--- src/rtl/alu_op_sequencer.sv ---
// alu_op_sequencer: issues one command at a time to the 16-bit ALU
// datapath, holds select/operands for ALU_LAT cycles, then returns the
// captured result over a valid/ready handshake and keeps an accumulator.
//
// Ports:
//   clk, rst_n        clock, async active-low reset
//   cmd_valid/ready   command handshake (cmd_op, cmd_a, cmd_b, cmd_use_acc)
//   acc_clr           synchronous accumulator clear
//   alu_sel/a/b       one-hot select and operands to the ALU
//   alu_result/cout   ALU outputs
//   res_valid/ready   result handshake (res_data, res_cout, res_err)
//   acc_q             accumulator
// Optional (ALU_SEQ_STATS_EN): stat_ops, stat_errs saturating counters.
module alu_op_sequencer #(
    parameter int WIDTH   = 16,
    parameter int ALU_LAT = 1
) (
    input  logic             clk,
    input  logic             rst_n,
    input  logic             cmd_valid,
    output logic             cmd_ready,
    input  logic [3:0]       cmd_op,
    input  logic [WIDTH-1:0] cmd_a,
    input  logic [WIDTH-1:0] cmd_b,
    input  logic             cmd_use_acc,
    input  logic             acc_clr,
    output logic [11:0]      alu_sel,
    output logic [WIDTH-1:0] alu_a,
    output logic [WIDTH-1:0] alu_b,
    input  logic [WIDTH-1:0] alu_result,
    input  logic             alu_cout,
    output logic             res_valid,
    input  logic             res_ready,
    output logic [WIDTH-1:0] res_data,
    output logic             res_cout,
    output logic             res_err,
    output logic [WIDTH-1:0] acc_q
`ifdef ALU_SEQ_STATS_EN
    ,
    output logic [15:0]      stat_ops,
    output logic [15:0]      stat_errs
`endif
);

    typedef enum logic [1:0] {
        IDLE,
        EXEC,
        DONE
    } state_t;

    localparam logic [11:0] SEL_CLR = 12'h800;
    localparam logic [3:0]  LAT_M1  = 4'(ALU_LAT - 1);

    state_t      state, state_nx;
    logic [3:0]  cnt;
    logic        err_q;
    logic [11:0] dec_sel;
    logic        dec_err;
    logic        cmd_fire;
    logic        res_fire;

    always_comb begin
        dec_sel = SEL_CLR;
        dec_err = 1'b0;
        unique case (cmd_op)
            4'h0: dec_sel = 12'h001;
            4'h1: dec_sel = 12'h002;
            4'h2: dec_sel = 12'h004;
            4'h3: dec_sel = 12'h008;
            4'h4: dec_sel = 12'h010;
            4'h5: dec_sel = 12'h020;
            4'h6: dec_sel = 12'h040;
            4'h8: dec_sel = 12'h080;
            4'h9: dec_sel = 12'h100;
            4'hA: dec_sel = 12'h200;
            4'hB: dec_sel = 12'h400;
            default: begin
                dec_sel = SEL_CLR;
                dec_err = 1'b1;
            end
        endcase
    end

    assign cmd_fire = cmd_valid & cmd_ready;
    assign res_fire = res_valid & res_ready;

    // State register
    always_ff @(posedge clk or negedge rst_n) begin
        if (!rst_n) state <= IDLE;
        else        state <= state_nx;
    end

    // Next-state logic
    always_comb begin
        state_nx = state;
        unique case (state)
            IDLE:    if (cmd_fire)     state_nx = EXEC;
            EXEC:    if (cnt == 4'd0)  state_nx = DONE;
            DONE:    if (res_ready)    state_nx = IDLE;
            default:                   state_nx = IDLE;
        endcase
    end

    // Handshake outputs follow the state directly
    always_comb begin
        cmd_ready = (state == IDLE);
        res_valid = (state == DONE);
    end

    // Issue/capture datapath
    always_ff @(posedge clk or negedge rst_n) begin
        if (!rst_n) begin
            alu_sel  <= SEL_CLR;
            alu_a    <= '0;
            alu_b    <= '0;
            err_q    <= 1'b0;
            cnt      <= 4'd0;
            res_data <= '0;
            res_cout <= 1'b0;
            res_err  <= 1'b0;
        end else begin
            unique case (state)
                IDLE: begin
                    if (cmd_fire) begin
                        alu_sel <= dec_sel;
                        alu_a   <= cmd_use_acc ? acc_q : cmd_a;
                        alu_b   <= cmd_b;
                        err_q   <= dec_err;
                        cnt     <= LAT_M1;
                    end
                end
                EXEC: begin
                    if (cnt != 4'd0) begin
                        cnt <= cnt - 4'd1;
                    end else begin
                        // Illegal commands return zero regardless of ALU
                        res_data <= err_q ? '0 : alu_result;
                        res_cout <= ~err_q & alu_cout;
                        res_err  <= err_q;
                        alu_sel  <= SEL_CLR;
                    end
                end
                default: ;
            endcase
        end
    end

    // Accumulator: clear has priority over write-back
    always_ff @(posedge clk or negedge rst_n) begin
        if (!rst_n)        acc_q <= '0;
        else if (acc_clr)  acc_q <= '0;
        else if (res_fire) acc_q <= res_data;
    end

`ifdef ALU_SEQ_STATS_EN
    always_ff @(posedge clk or negedge rst_n) begin
        if (!rst_n) begin
            stat_ops  <= 16'd0;
            stat_errs <= 16'd0;
        end else if (acc_clr) begin
            stat_ops  <= 16'd0;
            stat_errs <= 16'd0;
        end else if (res_fire) begin
            if (stat_ops != 16'hFFFF)
                stat_ops <= stat_ops + 16'd1;
            if (res_err && stat_errs != 16'hFFFF)
                stat_errs <= stat_errs + 16'd1;
        end
    end
`endif

endmodule

--- config.mk ---
export PLATFORM = sky130hd
export DESIGN_NAME = alu_op_sequencer
export DESIGN_NICKNAME = d
export VERILOG_FILES = /design/src/rtl/alu_op_sequencer.sv
export SDC_FILE = /design/constraint.sdc
export NUM_CORES = 1
export LEC_CHECK = 0
export ABC_AREA = 1
export BUFFER_PORTS_ARGS = -buffer_cell sky130_fd_sc_hd__buf_4
export CAP_MARGIN = 20
export CORE_ASPECT_RATIO = 1.25
export CORE_MARGIN = 1
export CORE_UTILIZATION = 40
export DETAILED_ROUTE_END_ITERATION = 8
export MAX_ROUTING_LAYER = met4
export PLACE_DENSITY_LB_ADDON = 0.25
export SLEW_MARGIN = 30
export SYNTH_ARGS = -nofsm -noshare
export SYNTH_HDL_FRONTEND = slang
export SYNTH_SLANG_ARGS = --single-unit
--- constraint.sdc ---
create_clock -name clk -period 1.5 [get_ports clk]
set_input_delay 0.15 -clock clk [delete_from_list [all_inputs] [get_ports clk]]
set_output_delay 0.15 -clock clk [all_outputs]
set_load 0.005 [all_outputs]
==> qor.yml <==
clkTransAtPathRegs_ns: 0.08
finish.utilization_pct: 59.8
slew_violations: 0
power_frac_seq_pct: 42.1
setup_viol: 0
ios: 139
status: "complete, no violations"
core_area_um2: 8650
drv_cap: 0
timing.rr.start: "cnt[0]$_DFFE_PN0P_"
clock_power_share_pct: 19.2
tightest_slew_ns: 0.473
grt_pass1_wl_mm: 14.5
num_vias: 3236
hp-class: "primary input to flop"
drc: 0
fin_crit_ns: 1.41
fin_cells: 693
internal-power_mw: 5.55
synthFlopType: "dfrtp_1"
power.leakage_nw: 2.71
areaGrowthSynthToFinish_pct: 45.6
synth-seq-cells: 85
clock_skew_ns: 0.00889
grt_antenna_before_repair: 0
power_density_nw_per_um2: 1650
yosys.area_share.adder_pct: 0.704
clock_latency_ns: 0.36
synth_compound_area_share_pct: 11.3
portBuffers: 138
rsz0062_at_grt: "true"
yosysTopAreaCell: "dfrtp_1"
syn-num-nets: 467
slew_headroom_pct: 68.5
swShare_pct: 34.9
synthTopCellsByArea: "dfrtp_1 59%, nand2_1 12%, o21ai_0 8.7%, inv_1 5.7%, nand3_1 3.9%"
grt_max_degree: 39
post-route-period-util_pct: 93.8
synth_edf_count: 0
critPathMaxFanout: 22
dp_hpwl_mm: 6.68
regToRegSetupSlack_ns: 0.09
drive_gt1_share_pct: 30.9
cts_buffers: 9
ys_types: 22
ys_seq_area_share_pct: 59.9
place_inst: 658
post_drt_wl_per_cell_um: 13.2
ys_async_sr_fraction_pct: 100
finalHoldViolations: 0
fin_nets: 629
synthMuxAreaShare_pct: 0
firstDrtPassIters: 5
cp.arrival_ns: 1.68
timing.fmax_ghz: 0.711
synth_top_area_share_pct: 59.2
cts_tree: "built"
place_ws_ns: 0.0426
cts_max_level: 3
power_mw: 8.54
ant_nets: 0
clock_sinks: 85
root_buffer: "clkbuf_8"
die_h_um: 107
regArea_um2: 2130
grt-ovfl-total: 0
via_per_inst: 4.67
yosysMostFrequentCell: "nand2_1"
cp-end-kind: "flop"
p_sw_mw: 2.98
drt_wl_total_mm: 9.16
peakVddDrop_v: 0.000763
critPathCapture: "res_data[14]$_DFFE_PN0P_"
cp-startpoint: "cnt[0]$_DFFE_PN0P_"
cts_buffer_depth: 2
critPathRequiredTime_ns: 1.77
synth_common_cells: "116 x nand2_1, 84 x dfrtp_1, 62 x o21ai_0"
grt_usage_pct: 21.1
synth-xor-area-share_pct: 0.247
cts_setup_buffers: 0
synthesis.instances: 406
n_fill_cell: 792
multi_input_area_um2: 1160
antenna_cells: 0
fin_ws_ns: 0.0928
initial_utilization_pct: 41.0
synth-simple-area-share_pct: 19.8
r2r_cells: 7
ys_warn_count: 0
fp.dieW_um: 86.3
fin_area_um2: 5170
synth_top_family_by_area: "simple AND/OR/NAND/NOR gates"
cp-start-kind: "flop"
r2r-end: "res_data[14]$_DFFE_PN0P_"
grt_pass1_vias: 3044
finalWeightedCongestion: 0.783
core.rowCount: 38
dieArea_um2: 9260
syn_avg_cell_area_um2: 8.75
dpl_cell_area_um2: 4750
combPwrFrac_pct: 38.7
synth_area_um2: 3550
critPathKind: "flop to flop"
drt_iter0_markers: 229
-- state kept, by name, summed over array words and instances (netlist names) --
name      count
acc_q        16
alu_a        16
alu_b        16
alu_sel      12
cnt           4
err_q         1
res_cout      1
res_data     16
res_err       1
state         2
-- critical path, stage by stage, from the launching register on --
cell	delay (ns)
dfrtp_1	0.42
inv_2	0.09
ha_2	0.19
nand2_2	0.08
nor2_4	0.17
buf_6	0.21
nand3_1	0.08
o21ai_0	0.08
-- kinds of logic after synthesis --
kind of cell,count (synthesis)
compound gates,77
xor+xnor,1
fa+ha+maj,2
buf+inv,72
flops,85
simple gates,169
-- worst min path at each step --
stage	start	endpoint	slack (ns)	cells past startpoint
2_1_floorplan	rst_n	acc_q[0]$_DFFE_PN0P_	-0.15	0
3_3_place_gp	rst_n	alu_a[15]$_DFFE_PN0P_	0.15	1
3_5_place_dp	rst_n	alu_a[14]$_DFFE_PN0P_	0.15	1
4_1_cts	alu_result[9]	res_data[9]$_DFFE_PN0P_	0.02	3
5_1_grt	alu_result[10]	res_data[10]$_DFFE_PN0P_	0.01	3
6_report	alu_result[1]	res_data[1]$_DFFE_PN0P_	0.04	3
-- timing repair --
item,4_1_cts,5_1_grt
hold endpoints to repair,52,0
resized for setup,0,9
hold buffers,19,0
endpoints found under the setup margin,0,43
-- cell usage in the layout, fill, tap and decap left out, types with 2 or more instances in the layout --
master	count
a21oi_1	2
buf_4	145
buf_6	2
clkbuf_8	10
clkinv_4	2
dfrtp_1	84
dlygate4sd3_1	19
inv_1	53
inv_2	2
nand2_1	113
nand2_2	4
nand3_1	27
nand4_1	4
nor2_1	15
nor2_2	2
nor2_4	2
o21ai_0	62
o22ai_1	11
-- per-layer routing --
layer | GRT usage, % | routed length [um] | vias to the layer above
li1 | - | - | 1611
met1 | 24.8 | 3850 | 1495
met2 | 33.8 | 4570 | 117
met3 | 7.21 | 586 | 13
met4 | 7.14 | 145 | 0
met5 | - | 0 | -
-- power groups by stage --
| stage | sequential, mW | combinational (mW) | clock [mW] |
|---|---|---|---|
| after floorplan | 3.61 | 1.44 | 0 |
| after global placement | 3.59 | 3.13 | 0 |
| after detailed placement | 3.62 | 3.24 | 0 |
| after CTS | 3.59 | 3.28 | 1.67 |
| after global routing | 3.68 | 3.71 | 1.78 |
| final | 3.60 | 3.31 | 1.64 |
-- stage by stage --
step	TNS [ns]	hold WS (ns)
floorplan	0	-0.146
global placement	0	0.146
detailed placement	0	0.148
CTS	0	0.0209
global route	-0.0213	0.0101
finish	0	0.0398
-- area by class of cell --
cell class | instances | share of cell area [%]
Sequential cell | 85 | 41.2
Clock inverter | 5 | 1.16
Multi-Input combinational cell | 249 | 22.4
Clock buffer | 11 | 2.73
Inverter | 56 | 4.06
Timing Repair Buffer | 167 | 25.6
Tap cell | 120 | 2.90
No activity file was read; power rests on OpenSTA's default activity.
